$ cat config.mk
export PLATFORM = sky130hd
export DESIGN_NAME = decompose_w1_mem_ctrl_flat
export DESIGN_NICKNAME = d
export VERILOG_FILES = /design/src/rtl/decompose_w1_mem_ctrl_if.sv /design/src/rtl/decompose_w1_mem_ctrl.sv /design/src/flat_wrapper.sv
export SDC_FILE = /design/constraint.sdc
export NUM_CORES = 1
export LEC_CHECK = 0
export CORE_MARGIN = 1.5
export CORE_UTILIZATION = 51
export CTS_CLUSTER_DIAMETER = 80
export DETAILED_ROUTE_END_ITERATION = 6
export GPL_ROUTABILITY_DRIVEN = 0
export PLACE_DENSITY = 0.9
export SYNTH_ARGS = -nofsm -noshare
export SYNTH_HDL_FRONTEND = slang
export SYNTH_SLANG_ARGS = --single-unit
$ cat constraint.sdc
create_clock -name clk -period 4.55 [get_ports clk]
set_input_delay 1.365 -clock clk [delete_from_list [all_inputs] [get_ports clk]]
set_output_delay 1.365 -clock clk [all_outputs]
set_load 0.03 [all_outputs]
$ cat src/rtl/decompose_w1_mem_ctrl_if.sv
// Request/beat handshakes and buffer port of the decompose z-bit buffer controller.
interface decompose_w1_mem_ctrl_if #(
  parameter int NUM_POLY   = 8,
  parameter int POLY_DEPTH = 64,
  parameter int ADDR_WIDTH = 9,
  parameter int DATA_WIDTH = 4
);
  localparam int PW = $clog2(NUM_POLY);

  logic                  wr_start;
  logic [PW-1:0]         wr_poly;
  logic                  wr_valid;
  logic [DATA_WIDTH-1:0] wr_data;
  logic                  wr_ready;
  logic                  wr_done;
  logic                  rd_start;
  logic [PW-1:0]         rd_poly;
  logic                  rd_valid;
  logic [DATA_WIDTH-1:0] rd_data;
  logic                  rd_ready;
  logic                  rd_done;
  logic                  req_err;
  logic [NUM_POLY-1:0]   poly_valid;
  logic                  busy;
  logic                  mem_rden;
  logic                  mem_wren;
  logic [ADDR_WIDTH-1:0] mem_addr;
  logic [DATA_WIDTH-1:0] mem_din;
  logic [DATA_WIDTH-1:0] mem_dout;

  modport slave (
    input  wr_start, wr_poly, wr_valid, wr_data, rd_start, rd_poly, rd_ready, mem_dout,
    output wr_ready, wr_done, rd_valid, rd_data, rd_done, req_err, poly_valid, busy,
           mem_rden, mem_wren, mem_addr, mem_din
  );

  modport master (
    output wr_start, wr_poly, wr_valid, wr_data, rd_start, rd_poly, rd_ready, mem_dout,
    input  wr_ready, wr_done, rd_valid, rd_data, rd_done, req_err, poly_valid, busy,
           mem_rden, mem_wren, mem_addr, mem_din
  );
endinterface

$ cat src/rtl/decompose_w1_mem_ctrl.sv
// Sequencer/arbiter sharing the decompose z-bit buffer between the decompose
// writer and the makehint reader, with one-deep request queues per side.
module decompose_w1_mem_ctrl #(
  parameter int NUM_POLY   = 8,
  parameter int POLY_DEPTH = 64,
  parameter int ADDR_WIDTH = 9,
  parameter int DATA_WIDTH = 4
) (
  input  logic clk,
  input  logic reset_n,
  input  logic zeroize,
  decompose_w1_mem_ctrl_if.slave bus
);
  localparam int PW = $clog2(NUM_POLY);
  localparam int CW = $clog2(POLY_DEPTH);

  typedef enum logic [1:0] {IDLE, WRITE, READ} state_t;

  state_t              state, state_nxt;
  logic                clr;
  logic                wr_pend, rd_pend;
  logic [PW-1:0]       wr_pend_poly, rd_pend_poly, cur_poly;
  logic                wr_req, rd_req;
  logic [PW-1:0]       wr_req_poly, rd_req_poly;
  logic [CW-1:0]       wr_cnt, rd_cnt;
  logic [CW:0]         issue_cnt;
  logic                rd_valid_q, wr_done_q, rd_done_q, req_err_q;
  logic [NUM_POLY-1:0] poly_valid_q;
  logic                wr_ready, wr_beat, rd_beat, rden;
  logic [ADDR_WIDTH-1:0] addr;

  assign clr = !reset_n || zeroize;

  // Effective request: the pending entry, otherwise a start arriving now.
  assign wr_req      = wr_pend || bus.wr_start;
  assign wr_req_poly = wr_pend ? wr_pend_poly : bus.wr_poly;
  assign rd_req      = rd_pend || bus.rd_start;
  assign rd_req_poly = rd_pend ? rd_pend_poly : bus.rd_poly;

  // State register.
  always_ff @(posedge clk) begin
    if (clr) state <= IDLE;
    else     state <= state_nxt;
  end

  // Next state: writes win; a read waits until its poly holds valid data.
  always_comb begin
    state_nxt = state;
    case (state)
      IDLE: begin
        if (wr_req) state_nxt = WRITE;
        else if (rd_req && poly_valid_q[rd_req_poly]) state_nxt = READ;
      end
      WRITE:   if (wr_beat && wr_cnt == CW'(POLY_DEPTH - 1)) state_nxt = IDLE;
      READ:    if (rd_beat && rd_cnt == CW'(POLY_DEPTH - 1)) state_nxt = IDLE;
      default: state_nxt = IDLE;
    endcase
  end

  // Buffer port and handshake decode for the current state.
  always_comb begin
    wr_ready = 1'b0;
    wr_beat  = 1'b0;
    rd_beat  = 1'b0;
    rden     = 1'b0;
    addr     = '0;
    case (state)
      WRITE: begin
        wr_ready = 1'b1;
        wr_beat  = bus.wr_valid;
        addr     = ADDR_WIDTH'({cur_poly, wr_cnt});
      end
      READ: begin
        rden    = (issue_cnt < (CW+1)'(POLY_DEPTH)) && (!rd_valid_q || bus.rd_ready);
        rd_beat = rd_valid_q && bus.rd_ready;
        addr    = ADDR_WIDTH'({cur_poly, issue_cnt[CW-1:0]});
      end
      default: ;
    endcase
  end

  // Queues, counters, read-valid tracking, poly_valid and pulse outputs.
  always_ff @(posedge clk) begin
    if (clr) begin
      wr_pend      <= 1'b0;
      rd_pend      <= 1'b0;
      wr_pend_poly <= '0;
      rd_pend_poly <= '0;
      cur_poly     <= '0;
      wr_cnt       <= '0;
      rd_cnt       <= '0;
      issue_cnt    <= '0;
      rd_valid_q   <= 1'b0;
      wr_done_q    <= 1'b0;
      rd_done_q    <= 1'b0;
      req_err_q    <= 1'b0;
      poly_valid_q <= '0;
    end else begin
      wr_done_q <= 1'b0;
      rd_done_q <= 1'b0;
      req_err_q <= (bus.wr_start && wr_pend) || (bus.rd_start && rd_pend);
      if (bus.wr_start && !wr_pend) begin
        wr_pend      <= 1'b1;
        wr_pend_poly <= bus.wr_poly;
      end
      if (bus.rd_start && !rd_pend) begin
        rd_pend      <= 1'b1;
        rd_pend_poly <= bus.rd_poly;
      end
      case (state)
        IDLE: begin
          // A dispatch clears the queue even when the entry was this cycle's start.
          if (state_nxt == WRITE) begin
            wr_pend                   <= 1'b0;
            cur_poly                  <= wr_req_poly;
            wr_cnt                    <= '0;
            poly_valid_q[wr_req_poly] <= 1'b0;
          end else if (state_nxt == READ) begin
            rd_pend    <= 1'b0;
            cur_poly   <= rd_req_poly;
            issue_cnt  <= '0;
            rd_cnt     <= '0;
            rd_valid_q <= 1'b0;
          end
        end
        WRITE: begin
          if (wr_beat) begin
            wr_cnt <= wr_cnt + 1'b1;
            if (state_nxt == IDLE) begin
              wr_done_q              <= 1'b1;
              poly_valid_q[cur_poly] <= 1'b1;
            end
          end
        end
        READ: begin
          if (rden) begin
            issue_cnt  <= issue_cnt + 1'b1;
            rd_valid_q <= 1'b1;
          end else if (rd_beat) begin
            rd_valid_q <= 1'b0;
          end
          if (rd_beat) begin
            rd_cnt <= rd_cnt + 1'b1;
            if (state_nxt == IDLE) rd_done_q <= 1'b1;
          end
        end
        default: ;
      endcase
    end
  end

  assign bus.wr_ready   = wr_ready;
  assign bus.wr_done    = wr_done_q;
  assign bus.rd_valid   = rd_valid_q;
  assign bus.rd_data    = rd_valid_q ? bus.mem_dout : DATA_WIDTH'(0);
  assign bus.rd_done    = rd_done_q;
  assign bus.req_err    = req_err_q;
  assign bus.poly_valid = poly_valid_q;
  assign bus.busy       = (state != IDLE);
  assign bus.mem_rden   = rden;
  assign bus.mem_wren   = wr_beat;
  assign bus.mem_addr   = addr;
  assign bus.mem_din    = bus.wr_data;
endmodule

$ cat src/flat_wrapper.sv
// flat-port wrapper written by rule: the top's interface ports become plain ports
module decompose_w1_mem_ctrl_flat 
#(
  parameter int NUM_POLY   = 8,
  parameter int POLY_DEPTH = 64,
  parameter int ADDR_WIDTH = 9,
  parameter int DATA_WIDTH = 4
)
  (clk, reset_n, zeroize, bus_wr_start, bus_wr_poly, bus_wr_valid, bus_wr_data, bus_rd_start, bus_rd_poly, bus_rd_ready, bus_mem_dout, bus_wr_ready, bus_wr_done, bus_rd_valid, bus_rd_data, bus_rd_done, bus_req_err, bus_poly_valid, bus_busy, bus_mem_rden, bus_mem_wren, bus_mem_addr, bus_mem_din);
  decompose_w1_mem_ctrl_if #(.NUM_POLY(NUM_POLY), .POLY_DEPTH(POLY_DEPTH), .ADDR_WIDTH(ADDR_WIDTH), .DATA_WIDTH(DATA_WIDTH)) bus_i ();
  input  logic clk;
  input  logic reset_n;
  input  logic zeroize;
  input wire logic [$bits(bus_i.wr_start)-1:0] bus_wr_start;
  input wire logic [$bits(bus_i.wr_poly)-1:0] bus_wr_poly;
  input wire logic [$bits(bus_i.wr_valid)-1:0] bus_wr_valid;
  input wire logic [$bits(bus_i.wr_data)-1:0] bus_wr_data;
  input wire logic [$bits(bus_i.rd_start)-1:0] bus_rd_start;
  input wire logic [$bits(bus_i.rd_poly)-1:0] bus_rd_poly;
  input wire logic [$bits(bus_i.rd_ready)-1:0] bus_rd_ready;
  input wire logic [$bits(bus_i.mem_dout)-1:0] bus_mem_dout;
  output wire logic [$bits(bus_i.wr_ready)-1:0] bus_wr_ready;
  output wire logic [$bits(bus_i.wr_done)-1:0] bus_wr_done;
  output wire logic [$bits(bus_i.rd_valid)-1:0] bus_rd_valid;
  output wire logic [$bits(bus_i.rd_data)-1:0] bus_rd_data;
  output wire logic [$bits(bus_i.rd_done)-1:0] bus_rd_done;
  output wire logic [$bits(bus_i.req_err)-1:0] bus_req_err;
  output wire logic [$bits(bus_i.poly_valid)-1:0] bus_poly_valid;
  output wire logic [$bits(bus_i.busy)-1:0] bus_busy;
  output wire logic [$bits(bus_i.mem_rden)-1:0] bus_mem_rden;
  output wire logic [$bits(bus_i.mem_wren)-1:0] bus_mem_wren;
  output wire logic [$bits(bus_i.mem_addr)-1:0] bus_mem_addr;
  output wire logic [$bits(bus_i.mem_din)-1:0] bus_mem_din;
  assign bus_i.wr_start = bus_wr_start;
  assign bus_i.wr_poly = bus_wr_poly;
  assign bus_i.wr_valid = bus_wr_valid;
  assign bus_i.wr_data = bus_wr_data;
  assign bus_i.rd_start = bus_rd_start;
  assign bus_i.rd_poly = bus_rd_poly;
  assign bus_i.rd_ready = bus_rd_ready;
  assign bus_i.mem_dout = bus_mem_dout;
  assign bus_wr_ready = bus_i.wr_ready;
  assign bus_wr_done = bus_i.wr_done;
  assign bus_rd_valid = bus_i.rd_valid;
  assign bus_rd_data = bus_i.rd_data;
  assign bus_rd_done = bus_i.rd_done;
  assign bus_req_err = bus_i.req_err;
  assign bus_poly_valid = bus_i.poly_valid;
  assign bus_busy = bus_i.busy;
  assign bus_mem_rden = bus_i.mem_rden;
  assign bus_mem_wren = bus_i.mem_wren;
  assign bus_mem_addr = bus_i.mem_addr;
  assign bus_mem_din = bus_i.mem_din;
  decompose_w1_mem_ctrl #(.NUM_POLY(NUM_POLY), .POLY_DEPTH(POLY_DEPTH), .ADDR_WIDTH(ADDR_WIDTH), .DATA_WIDTH(DATA_WIDTH)) u_core (.clk(clk), .reset_n(reset_n), .zeroize(zeroize), .bus(bus_i));
endmodule
==> PnR_summary.wiki, run 1 <==
{| class="wikitable"
! Metric !! Value
|-
| Power Internal || 0.615 mW
|-
| Hold Crit Class || register to register
|-
| Area of the multi-input gates || about 0.0015 sq mm
|-
| Worst-path cell chain || clkdlybuf4s50_1 -> nor2b_1 -> or2_2 -> nor2_1 -> clkdlybuf4s50_1
|-
| Max-capacitance violation count || 0
|-
| Met3 GRT Util || 0.0497
|-
| Most common cell after layout, fill and taps aside || sky130_fd_sc_hd__nor2_1
|-
| Antenna diode count || 0
|-
| Reg-to-Reg End || u_core.bus.poly_valid[5]$_SDFFE_PP0P_
|-
| Number of buffers added by the clock tree synthesis step || 5
|-
| RSZ-0062 raised after global routing || false
|-
| Number of input and output port buffers inserted || between 40 and 50
|-
| Number of cells traversed by the worst register-to-register path || 13
|-
| Standard cell with the maximum stage delay on the critical path || sky130_fd_sc_hd__clkdlybuf4s50_1
|-
| Switching share of power || 0.272
|-
| Highest attainable clock frequency || 227 MHz
|-
| Die width || 73.2 um
|-
| Avg Synthesized Cell Area || 8.30 sq um
|-
| Antenna violations before repair || 0
|-
| Number of buffer and inverter instances along the worst setup path || 2
|-
| Post-synthesis adder-cell area fraction || 0.0547
|-
| Maximum number of pins on one net before global-route repair || 19
|-
| Critical path start-end classification || input port to output port
|-
| Crit path top cell by count || sky130_fd_sc_hd__clkdlybuf4s50_1
|-
| Starting density of the core || 0.532
|-
| Combinational family with the most area after synthesis || simple AND/OR/NAND/NOR gates
|-
| Met1 usage in global routing || 0.319
|-
| Setup TNS || 0 ns
|-
| Worst slack on hold paths || 0.519 ns
|-
| Setup repair bufs after CTS || 0
|-
| Post-CTS Hold Buffers || 0
|-
| Final clock skew || between 0.005 and 0.006 ns
|-
| Clock transition at the registers of the reported paths || roughly 0.080 ns
|-
| Type of destination of the critical path || output port
|-
| Global routing usage on met2 || 0.369
|-
| Worst slew slack as a fraction of its limit || 0.575
|-
| Period Utilization, post-route || 0.967
|-
| Post-synthesis simple-gate area fraction || 0.261
|-
| Reg area || 881 sq um
|-
| Placed inst area || approximately 0.003 sq mm
|-
| DR pass1 iterations || 4
|-
| Die Span Y || around 73 um
|-
| Via count of the first global-routing pass || around 2,200
|-
| Final Cell Area || around 0.0031 sq mm
|-
| Fraction of synthesis flops using an asynchronous set or reset pin || 0
|-
| Number of I/O pins || between 50 and 60
|-
| Net count of the mapped netlist || approximately 340
|-
| Clock network power share || 0.354
|-
| Run status || finished, final reports clean
|-
| Synth Instances || ~300
|-
| Critical path required time || 3.18 ns
|-
| Routed wire length per instance || between 10 and 15 um
|-
| Portion of netlist area occupied by mux cells || 0.0896
|-
| Number of distinct library cells after synthesis || between 40 and 50
|-
| Grt peak-use layer || met2
|-
| Resized Gates After CTS || 0
|-
| Setup violation total in the final timing report || 0
|-
| Worst setup slack for register-to-register paths || roughly 1.2 ns
|-
| Tot Pwr || around 0.84 mW
|-
| Kind of cell with the highest combined delay on the critical path || buffers and inverters
|-
| Signed area change from the synthesized netlist to the final layout || 23.1%
|-
| Worst supply voltage drop on vdd || ~180 uV
|-
| Startpoint of the most critical register-to-register path || u_core.state[1]$_SDFF_PP0_
|-
| Final Hold Fails || 0
|-
| Fraction of final layout cells sized beyond drive strength 1 || 0.0523
|-
| Register bit total from synthesis || 44
|-
| Post-synthesis compound-gate area fraction || 0.153
|-
| Core Rows || 25
|-
| Seq/Total Area, Yosys || 0.350
|-
| Pin slew with the least headroom to its limit || about 0.62 ns
|-
| Most common flop cell mapped by yosys || sky130_fd_sc_hd__dfxtp_1
|-
| Floorplan die area || between 0.005 and 0.006 sq mm
|-
| Number of cells traversed by the worst hold path || 2
|-
| Number of synthesized flops with an enable pin || 0
|-
| Total number of vias || approximately 2,400
|-
| Wire length of the first global-routing pass || a little over 10,000 um
|-
| Overflow left after global routing || 0
|-
| Critical path data arrival time || ~3.0 ns
|-
| Fin nets || 375
|-
| HP Start || u_core.wr_pend_poly[2]$_SDFFE_PP0P_
|-
| Fraction of power consumed by sequential logic || 0.473
|-
| Largest stage delay on the critical path || slightly below 0.7 ns
|-
| Maximum net fanout on the critical path || 4
|-
| CP startpoint kind || input port
|-
| Sink of the worst hold path || u_core.wr_pend_poly[2]$_SDFFE_PP0P_
|-
| Routed wire length || 5910 um
|-
| Half-perimeter wire length of the detailed placement result || about 4400 um
|-
| Initial DRC count || just under 200
|-
| Synthesis Warnings || 0
|-
| CORE AREA || 0.00472 sq mm
|-
| Leakage || between 1 and 1.5 nW
|-
| Synthesized area || ~0.0025 sq mm
|-
| Max-slew violation count || 0
|-
| TritonCTS clock tree || yes
|-
| Pwr Density || around 270 mW/mm^2
|-
| Total of fill cells in the finished design || between 300 and 400
|-
| Time the final worst path needs with I/O delays and setup || between 4 and 5 ns
|-
| Antenna Violating Nets Remaining || 0
|-
| Via/cell ratio || 5.73
|-
| Sink count of the clock tree || 44
|-
| Level count of the clock H-tree || 2
|-
| Maximum clock insertion buffer count || 2
|-
| Power share of the combinational group || 0.172
|-
| # DRC || 0
|-
| Xor/xnor share of the synthesized area || 0.0418
|-
| Switching component of the power || ~0.23 mW
|-
| Root buffer selected by CTS || sky130_fd_sc_hd__clkbuf_8
|-
| Global routing usage summed across all routing layers || 0.237
|-
| Insertion delay of the later-clocked pin in the worst-skew pair || a little under 0.3 ns
|-
| Most frequent cells in the layout || 47 x sky130_fd_sc_hd__nor2_1, 45 x sky130_fd_sc_hd__clkdlybuf4s50_1, 44 x sky130_fd_sc_hd__dfxtp_1
|}
## cell type report
| cell class | instances | area share |
|---|---|---|
| well taps | 67 | 0.0271 |
| clock inverters | 2 | 0.0113 |
| flip-flops and latches | 44 | 0.285 |
| inverters | 11 | 0.0133 |
| clock buffers | 6 | 0.0234 |
| multi-input cells | 233 | 0.487 |
| repair buffers | 48 | 0.153 |
## cell families (layout without fill, tap and decap cells)
kind of cell / count (synthesis) / count (layout)
AO/OA/AOI/OAI: 55 / 55
AND/OR/NAND/NOR: 134 / 134
XOR/XNOR: 12 / 12
multiplexers: 21 / 21
buffers and inverters: 26 / 67
flip-flops: 44 / 44
adder cells (fa/ha/maj): 11 / 11
## how the worst max path moves through the flow
stage | start | slack (ns) | cells after the start | endpoint
after floorplan | bus_rd_poly[1] | 0.95 | 12 | u_core.bus.poly_valid[3]$_SDFFE_PP0P_
after global placement | bus_rd_ready | 0.17 | 5 | bus_mem_rden
after detailed placement | bus_rd_ready | 0.15 | 5 | bus_mem_rden
after CTS | bus_rd_ready | 0.15 | 5 | bus_mem_rden
after global routing | bus_rd_ready | 0.08 | 5 | bus_mem_rden
final | bus_rd_ready | 0.15 | 5 | bus_mem_rden
## layer usage
layer,vias to the layer above,wire length [um]
met3,17,354
met1,1115,2580
met5,-,0
li1,1145,-
met2,79,2860
met4,0,116
## power by group through the flow
| stage | Combinational, mW | Clock [mW] | Sequential [mW] |
|---|---|---|---|
| after global routing | 0.160 | 0.322 | 0.401 |
| after detailed placement | 0.141 | 0 | 0.409 |
| after CTS | 0.143 | 0.302 | 0.400 |
| after floorplan | 0.107 | 0 | 0.405 |
| final | 0.146 | 0.299 | 0.400 |
| after global placement | 0.139 | 0 | 0.408 |
## cells in the mapped netlist (3+ instances only)
cell,count,area share
sky130_fd_sc_hd__buf_2,4,0.0080
sky130_fd_sc_hd__nor2b_1,10,0.025
sky130_fd_sc_hd__nand2_1,22,0.033
sky130_fd_sc_hd__and3_1,8,0.020
sky130_fd_sc_hd__a22oi_1,11,0.033
sky130_fd_sc_hd__dfxtp_1,44,0.35
sky130_fd_sc_hd__ha_1,11,0.055
sky130_fd_sc_hd__inv_1,11,0.016
sky130_fd_sc_hd__nand2b_1,4,0.0099
sky130_fd_sc_hd__mux2i_1,18,0.072
sky130_fd_sc_hd__clkbuf_1,4,0.0060
sky130_fd_sc_hd__xor2_1,11,0.038
sky130_fd_sc_hd__o21ai_1,4,0.0080
sky130_fd_sc_hd__a21oi_1,12,0.024
sky130_fd_sc_hd__and2_1,10,0.025
sky130_fd_sc_hd__nor3_1,10,0.020
sky130_fd_sc_hd__nand3_1,8,0.016
sky130_fd_sc_hd__o21ai_0,3,0.0060
sky130_fd_sc_hd__buf_4,4,0.012
sky130_fd_sc_hd__nand4_1,6,0.015
sky130_fd_sc_hd__a311oi_1,3,0.010
sky130_fd_sc_hd__a211oi_1,4,0.012
sky130_fd_sc_hd__a31oi_1,5,0.012
sky130_fd_sc_hd__o21a_1,3,0.0090
sky130_fd_sc_hd__nor2_1,47,0.070
## worst register-to-register path: cells and delay by family (launching register included)
family	cells	cell delay, ns
fa+ha+maj	2	0.67
buf+inv	2	0.30
compound gates	5	1.09
flops	1	0.45
simple gates	4	0.73
## flip-flops by register name (all words and copies together) (netlist names)
register               cells
u_core.bus.req_err         1
u_core.wr_pend             1
u_core.issue_cnt           7
u_core.rd_pend             1
u_core.cur_poly            3
u_core.state               2
u_core.rd_cnt              6
u_core.bus.poly_valid      8
u_core.wr_cnt              6
u_core.rd_pend_poly        3
u_core.bus.rd_done         1
u_core.bus.rd_valid        1
u_core.wr_pend_poly        3
u_core.bus.wr_done         1
## per-stage QoR
stage,setup slack (ns),utilization,instances
2_1_floorplan,0.946,-,303
3_3_place_gp,0.171,0.633,403
3_5_place_dp,0.152,0.633,403
4_1_cts,0.147,0.655,411
5_1_grt,0.0798,0.655,411
6_report,0.150,0.655,411
Power figures use the tool's default switching activity.
==> inputs of run 2 (changes only) <==
Settings changed: ABC_AREA from default to 1, CAP_MARGIN from default to 20.
==> run 2 against run 1 <==
Against the previous run:
- first-iteration DRC count is 25% lower
- sequential share of layout area is 0.41 points higher
- sequential power hardly changed
- critical path type unchanged
- core utilization is 0.93 points lower
- clock power is 27% lower
- largest cell class unchanged
- global-route usage is 0.37 points lower
- setup slack better by 0.12 ns
- non-clock buffer count is 1 lower
- synthesized cell count is 22% higher
- total power is 10% lower
- area after synthesis is 1.2% lower
==> PnR_summary.wiki, run 2 <==
{| class="wikitable"
! Metric !! Value
|-
| Run status || finished, final reports clean
|-
| Fin nets || 446 (+19%)
|-
| Number of synthesized flops with an enable pin || 0 (unchanged)
|-
| Pwr Density || 249 mW/mm^2 (-8.8%)
|-
| Register bit total from synthesis || 44 (unchanged)
|-
| Period Utilization, post-route || 0.940 (-0.0265)
|-
| Worst supply voltage drop on vdd || 171 uV (-6.3%)
|-
| Via/cell ratio || 5.29 (-7.8%)
|-
| Critical path required time || 3.18 ns (about the same)
|-
| Setup TNS || 0 ns (unchanged)
|-
| # DRC || 0 (unchanged)
|-
| Overflow left after global routing || 0 (unchanged)
|-
| Maximum clock insertion buffer count || 2 (unchanged)
|-
| Level count of the clock H-tree || 2 (unchanged)
|-
| Type of destination of the critical path || output port
|-
| Avg Synthesized Cell Area || 6.72 sq um (-19%)
|-
| Core Rows || 25 (unchanged)
|-
| Via count of the first global-routing pass || 2,319 (+6.1%)
|-
| Wire length of the first global-routing pass || 9670 um (-3.9%)
|-
| Power Internal || 0.540 mW (-12%)
|-
| Leading post-synthesis cells by instance count || 81 x sky130_fd_sc_hd__nand2_1, 60 x sky130_fd_sc_hd__inv_1, 44 x sky130_fd_sc_hd__dfxtp_1
|-
| Pin slew with the least headroom to its limit || 0.660 ns (+0.0399 ns)
|-
| Leakage || 1.26 nW (+8.9%)
|-
| Most common flop cell mapped by yosys || sky130_fd_sc_hd__dfxtp_1
|-
| Worst-path cell chain || clkdlybuf4s50_1 -> o21ai_0 -> nor2_1 -> clkdlybuf4s50_1
|-
| RSZ-0062 raised after global routing || false
|-
| Max-slew violation count || 0 (unchanged)
|-
| Starting density of the core || 0.526 (-0.00636)
|-
| Synthesis Warnings || 0 (unchanged)
|-
| Most common cell after layout, fill and taps aside || sky130_fd_sc_hd__nand2_1
|-
| Routed wire length per instance || 12.3 um (-15%)
|-
| Startpoint of the most critical register-to-register path || u_core.state[1]$_SDFF_PP0_
|-
| Seq/Total Area, Yosys || 0.354 (+0.00423)
|-
| HP Start || u_core.issue_cnt[6]$_SDFFE_PP0P_
|-
| Fraction of final layout cells sized beyond drive strength 1 || 0.0534 (+0.00107)
|-
| Worst slack on hold paths || 0.453 ns (-0.0659 ns)
|-
| Number of input and output port buffers inserted || 45 (unchanged)
|-
| Max-capacitance violation count || 0 (unchanged)
|-
| Final clock skew || 0.00506 ns (-0.000277 ns)
|-
| Highest attainable clock frequency || 234 MHz (+2.8%)
|-
| Die Span Y || 72.8 um (-0.57%)
|-
| Clock network power share || 0.288 (-0.066)
|-
| Total number of vias || 2,533 (+7.5%)
|-
| Number of buffers added by the clock tree synthesis step || 5 (unchanged)
|-
| Number of I/O pins || 54 (unchanged)
|-
| Worst setup path startpoint || bus_rd_ready
|-
| Crit path top cell by count || sky130_fd_sc_hd__clkdlybuf4s50_1
|-
| DR pass1 iterations || 4 (unchanged)
|-
| Fraction of synthesis flops using an asynchronous set or reset pin || 0 (unchanged)
|-
| Synthesized area || 0.00248 sq mm (-1.2%)
|-
| Initial DRC count || 146 (-25%)
|-
| Final Hold Fails || 0 (unchanged)
|-
| Sink count of the clock tree || 44 (unchanged)
|-
| Critical path data arrival time || 2.91 ns (-0.12 ns)
|-
| Power share of the combinational group || 0.185 (+0.013)
|-
| Antenna diode count || 0 (unchanged)
|-
| Setup violation total in the final timing report || 0 (unchanged)
|-
| Time the final worst path needs with I/O delays and setup || 4.28 ns (-0.121 ns)
|-
| CORE AREA || 0.00472 sq mm (unchanged)
|-
| Area fraction of the dominant cell type after synthesis || 0.354 (+0.00423)
|-
| Floorplan die area || 0.00530 sq mm (-1.1%)
|-
| Maximum net fanout on the critical path || 3 (-1)
|-
| Critical path start-end classification || input port to output port
|-
| Max FFs per register || 8 (unchanged)
|-
| Top cells by area, synth || sky130_fd_sc_hd__dfxtp_1 35%, sky130_fd_sc_hd__nand2_1 12%, sky130_fd_sc_hd__inv_1 9.1%
|-
| Synth Instances || 370 (+22%)
|-
| Half-perimeter wire length of the detailed placement result || 4550 um (+3.7%)
|-
| Routed wire length || 5880 um (-0.44%)
|-
| Switching component of the power || 0.220 mW (-4.5%)
|-
| Hold Crit Class || register to register
|-
| Worst slew slack as a fraction of its limit || 0.560 (-0.0147)
|-
| Signed area change from the synthesized netlist to the final layout || 22.8%
|-
| Maximum number of pins on one net before global-route repair || 23 (+4)
|-
| Net count of the mapped netlist || 402 (+20%)
|-
| Total of fill cells in the finished design || 417 (+15%)
|-
| Switching share of power || 0.289 (+0.0169)
|-
| Insertion delay of the later-clocked pin in the worst-skew pair || 0.29 ns (about the same)
|-
| Standard cell with the maximum stage delay on the critical path || sky130_fd_sc_hd__clkdlybuf4s50_1
|-
| Yosys top cell by area || sky130_fd_sc_hd__dfxtp_1
|-
| TritonCTS clock tree || yes
|-
| Die width || 72.8 um (-0.57%)
|-
| Most frequent cell after synthesis || sky130_fd_sc_hd__nand2_1
|-
| Antenna Violating Nets Remaining || 0 (unchanged)
|-
| Global routing usage summed across all routing layers || 0.233 (-0.00367)
|-
| CP startpoint kind || input port
|-
| Clock transition at the registers of the reported paths || 0.07 ns (about the same)
|-
| Root buffer selected by CTS || sky130_fd_sc_hd__clkbuf_8
|-
| Largest stage delay on the critical path || 0.72 ns (+0.04 ns)
|-
| Fraction of power consumed by sequential logic || 0.527 (+0.054)
|-
| Antenna violations before repair || 0 (unchanged)
|-
| Most frequent cells in the layout || 80 x sky130_fd_sc_hd__nand2_1, 60 x sky130_fd_sc_hd__inv_1, 45 x sky130_fd_sc_hd__clkdlybuf4s50_1
|-
| Number of distinct library cells after synthesis || 37 (-23%)
|}
-- run 2: changes by cell type in the layout (fill, tap and decap cells not counted), sizes merged, moves of 11 or more --
cell and delta:
a22oi -12, and2 -11, inv +51, mux2i -19
nand2 +62, nand3 +24, o21ai +23
-- run 2: path summary, 6_finish.rpt --
path | cells after the start | to | slack [ns]
max | 4 | bus_mem_rden | 0.27
min | 2 | u_core.issue_cnt[6]$_SDFFE_PP0P_ | 0.45
max reg2reg | 20 | u_core.issue_cnt[5]$_SDFFE_PP0P_ | 1.15
min reg2reg | 2 | u_core.issue_cnt[6]$_SDFFE_PP0P_ | 0.45
-- run 2: power groups by stage --
stage | Combinational [mW] | Sequential (mW) | Clock, mW
detailed placement | 0.138 | 0.409 | 0
floorplan | 0.100 | 0.407 | 0
global placement | 0.133 | 0.409 | 0
finish | 0.141 | 0.400 | 0.219
CTS | 0.139 | 0.400 | 0.224
global route | 0.156 | 0.401 | 0.243
-- run 2: logic make-up (layout without fill, tap and decap cells) --
logic type | count (synthesis) | after routing | synth area share
AO/OA/AOI/OAI | 65 | 65 | 0.156
flip-flops | 44 | 44 | 0.354
AND/OR/NAND/NOR | 174 | 174 | 0.307
buffers and inverters | 73 | 115 | 0.117
adder cells (fa/ha/maj) | 11 | 11 | 0.0554
XOR/XNOR | 3 | 3 | 0.0106
-- run 2: area by class of cell --
type | instances | area (sq um) | share of cell area
multi-input combinational | 253 | 1320 | 0.431
sequential | 44 | 881 | 0.289
tap | 67 | 83.8 | 0.0275
inverter | 63 | 236 | 0.0775
timing repair buffer | 47 | 465 | 0.153
clock buffer | 5 | 68.8 | 0.0226
-- run 2: critical path, delay by kind of cell --
kind	cells	cell delay (ns)
buffers and inverters	2	1.19
AND/OR/NAND/NOR	1	0.23
AO/OA/AOI/OAI	1	0.13
-- run 2: timing repair --
action / CTS / global route
setup endpoints to repair: 0 / 1
setup buffers: 0 / 0
gates resized for setup: 0 / 1
hold buffers: 0 / 0
-- run 2: per-layer routing --
layer  share of wire  up-vias  wire [um]  track usage
li1                -     1274          -            -
met1            0.43     1158       2530        0.264
met2            0.50       84       2950        0.417
met3           0.046       17        269       0.0539
met4           0.022        0        127        0.103
met5               0        -          0            0
-- run 2: stage by stage --
stage,total power [mW],instance area [sq um],util,instances,setup WS (ns)
floorplan,0.507,2480,-,370,1.02
global placement,0.542,2980,0.631,474,0.290
detailed placement,0.547,2980,0.631,474,0.167
CTS,0.762,3050,0.646,479,0.283
global route,0.800,3050,0.646,479,0.0414
finish,0.759,3050,0.646,479,0.271
==> inputs of run 3 (changes only) <==
Settings changed: PLACE_DENSITY 0.9 to 0.8.
==> run 3 against run 2 <==
Against the previous run:
- combinational power hardly changed
- via count fell by 1.6%
- critical path depth is the same
- global-route usage decreased by 0.13 points
- clock skew barely moved
- largest power group unchanged
- fmax rose by 0.69%
- clock power up 19%
- highest routed layer unchanged
- register-to-register slack improved by 0.07 ns
- cell area grew 0.61%
- worst hold slack about the same
==> PnR_summary.wiki, run 3 (synthesis results as in run 2) <==
{| class="wikitable"
! Metric !! Value
|-
| Most common cell after layout, fill and taps aside || sky130_fd_sc_hd__nand2_1
|-
| Crit path top cell by count || sky130_fd_sc_hd__clkdlybuf4s50_1
|-
| CORE AREA || 0.00472 sq mm (unchanged)
|-
| Worst slew slack as a fraction of its limit || 0.575 (+0.0151)
|-
| # DRC || 0 (unchanged)
|-
| Signed area change from the synthesized netlist to the final layout || 23.6%
|-
| Max-slew violation count || 0 (unchanged)
|-
| Routed wire length || 5810 um (-1.2%)
|-
| Overflow left after global routing || 0 (unchanged)
|-
| Tot Pwr || 0.800 mW (+5.4%)
|-
| Pwr Density || 261 mW/mm^2 (+4.7%)
|-
| Core Rows || 25 (unchanged)
|-
| TritonCTS clock tree || yes
|-
| Maximum clock insertion buffer count || 2 (unchanged)
|-
| Level count of the clock H-tree || 2 (unchanged)
|-
| Antenna Violating Nets Remaining || 0 (unchanged)
|-
| Antenna violations before repair || 0 (unchanged)
|-
| Root buffer selected by CTS || sky130_fd_sc_hd__clkbuf_8
|-
| Via/cell ratio || 5.17 (-2.2%)
|-
| Time the final worst path needs with I/O delays and setup || 4.25 ns (-0.0291 ns)
|-
| Maximum net fanout on the critical path || 3 (unchanged)
|-
| Setup TNS || 0 ns (unchanged)
|-
| Standard cell with the maximum stage delay on the critical path || sky130_fd_sc_hd__clkdlybuf4s50_1
|-
| Clock transition at the registers of the reported paths || 0.08 ns (about the same)
|-
| DR pass1 iterations || 4 (unchanged)
|-
| Post-CTS Hold Buffers || 0 (unchanged)
|-
| Worst supply voltage drop on vdd || 165 uV (-3.8%)
|-
| Setup repair bufs after CTS || 0 (unchanged)
|-
| Pin slew with the least headroom to its limit || 0.631 ns (-0.0294 ns)
|-
| Finished Layout Cells || 482 (+0.63%)
|-
| Critical path start-end classification || input port to output port
|-
| Type of destination of the critical path || output port
|-
| Global routing usage summed across all routing layers || 0.232 (-0.00127)
|-
| Critical path required time || 3.18 ns (about the same)
|-
| Leakage || 1.27 nW (+0.75%)
|-
| RSZ-0062 raised after global routing || false
|-
| Resized Gates After CTS || 0 (unchanged)
|-
| Final Hold Fails || 0 (unchanged)
|-
| Number of buffers added by the clock tree synthesis step || 5 (unchanged)
|-
| Share of the core filled with cells || 0.650 (+0.00397)
|-
| Antenna diode count || 0 (unchanged)
|-
| Period Utilization, post-route || 0.934 (-0.00640)
|-
| Power share of the combinational group || 0.175 (-0.010)
|-
| Fin nets || 446 (unchanged)
|-
| Floorplan die area || 0.00530 sq mm (unchanged)
|-
| Final clock skew || 0.00556 ns (+0.000491 ns)
|-
| Total number of vias || 2,492 (-1.6%)
|-
| Run status || finished, final reports clean
|-
| Sink count of the clock tree || 44 (unchanged)
|-
| Number of input and output port buffers inserted || 45 (unchanged)
|-
| Fraction of power consumed by sequential logic || 0.500 (-0.027)
|-
| Routed wire length per instance || 12.1 um (-1.8%)
|-
| Critical path data arrival time || 2.88 ns (-0.03 ns)
|-
| Insertion delay of the later-clocked pin in the worst-skew pair || 0.30 ns (about the same)
|-
| Most frequent cells in the layout || 81 x sky130_fd_sc_hd__nand2_1, 60 x sky130_fd_sc_hd__inv_1, 45 x sky130_fd_sc_hd__clkdlybuf4s50_1
|-
| Die width || 72.8 um (unchanged)
|-
| Switching component of the power || 0.235 mW (+7.2%)
|-
| CP startpoint kind || input port
|-
| Starting density of the core || 0.526 (unchanged)
|-
| Half-perimeter wire length of the detailed placement result || 4430 um (-2.7%)
|-
| Power Internal || 0.565 mW (+4.6%)
|-
| Die Span Y || 72.8 um (unchanged)
|-
| Setup violation total in the final timing report || 0 (unchanged)
|-
| Initial DRC count || 128 (-12%)
|-
| Highest attainable clock frequency || 235 MHz (+0.69%)
|-
| Hold Crit Class || register to register
|-
| Fraction of final layout cells sized beyond drive strength 1 || 0.0530 (-0.000386)
|-
| Via count of the first global-routing pass || 2,278 (-1.8%)
|-
| Largest stage delay on the critical path || 0.71 ns (about the same)
|-
| Placed Cells incl. Taps || 474 (unchanged)
|-
| Maximum number of pins on one net before global-route repair || 23 (unchanged)
|-
| Worst slack on hold paths || 0.453 ns (+0.000266 ns)
|-
| Max FFs per register || 8 (unchanged)
|-
| Clock network power share || 0.325 (+0.037)
|-
| Number of I/O pins || 54 (unchanged)
|-
| Worst-path cell chain || clkdlybuf4s50_1 -> o21ai_0 -> nor2_1 -> clkdlybuf4s50_1
|-
| Switching share of power || 0.294 (+0.00502)
|-
| Wire length of the first global-routing pass || 9660 um (-0.13%)
|-
| Max-capacitance violation count || 0 (unchanged)
|-
| Total of fill cells in the finished design || 453 (+8.6%)
|}
==> run 3: cell types whose count changed in the layout (fill, tap and decap cells not counted), sizes merged <==
cell | previous run | this run
clkbuf | 5 | 8
==> run 3: final timing paths <==
kind	startpoint	endpoint	slack (ns)	cells after the start
worst max-delay path	bus_rd_ready	bus_mem_rden	0.30	4
worst min-delay path	u_core.issue_cnt[6]$_SDFFE_PP0P_	u_core.issue_cnt[6]$_SDFFE_PP0P_	0.45	2
worst min register to register	u_core.issue_cnt[6]$_SDFFE_PP0P_	u_core.issue_cnt[6]$_SDFFE_PP0P_	0.45	2
worst max register to register	u_core.state[1]$_SDFF_PP0_	u_core.issue_cnt[5]$_SDFFE_PP0P_	1.22	20
==> run 3: layer usage <==
metal  GRT usage  vias up  wire length [um]
li1            -     1277                 -
met1       0.276     1126              2580
met2       0.400       73              2790
met3      0.0594       16               299
met4      0.0901        0               148
met5           0        -                 0
==> run 3: worst max-delay path, delay by kind of cell <==
kind	cells	cell delay, ns
compound gates	1	0.12
buf+inv	2	1.18
simple gates	1	0.21
==> run 3: layout make-up <==
cell class / instances / area [sq um] / area share
clock buffer: 8 / 90.1 / 0.0293
inverter: 63 / 236 / 0.0770
multi-input combinational: 253 / 1310 / 0.428
sequential: 44 / 881 / 0.287
tap: 67 / 83.8 / 0.0273
timing repair buffer: 47 / 465 / 0.152
==> run 3: per-stage QoR <==
| stage | instance area, sq um | setup WS (ns) |
|---|---|---|
| 5_1_grt | 3070 | 0.0519 |
| 3_5_place_dp | 2980 | 0.187 |
| 2_1_floorplan | 2480 | 1.02 |
| 6_report | 3070 | 0.300 |
| 3_3_place_gp | 2980 | 0.292 |
| 4_1_cts | 3070 | 0.292 |
==> run 3: power by group through the flow <==
stage                     sequential (mW)  clock (mW)  combinational, mW
after global placement              0.409           0              0.135
final                               0.400       0.260              0.140
after global routing                0.401       0.277              0.157
after floorplan                     0.407           0              0.100
after detailed placement            0.409           0              0.138
after CTS                           0.400       0.264              0.139
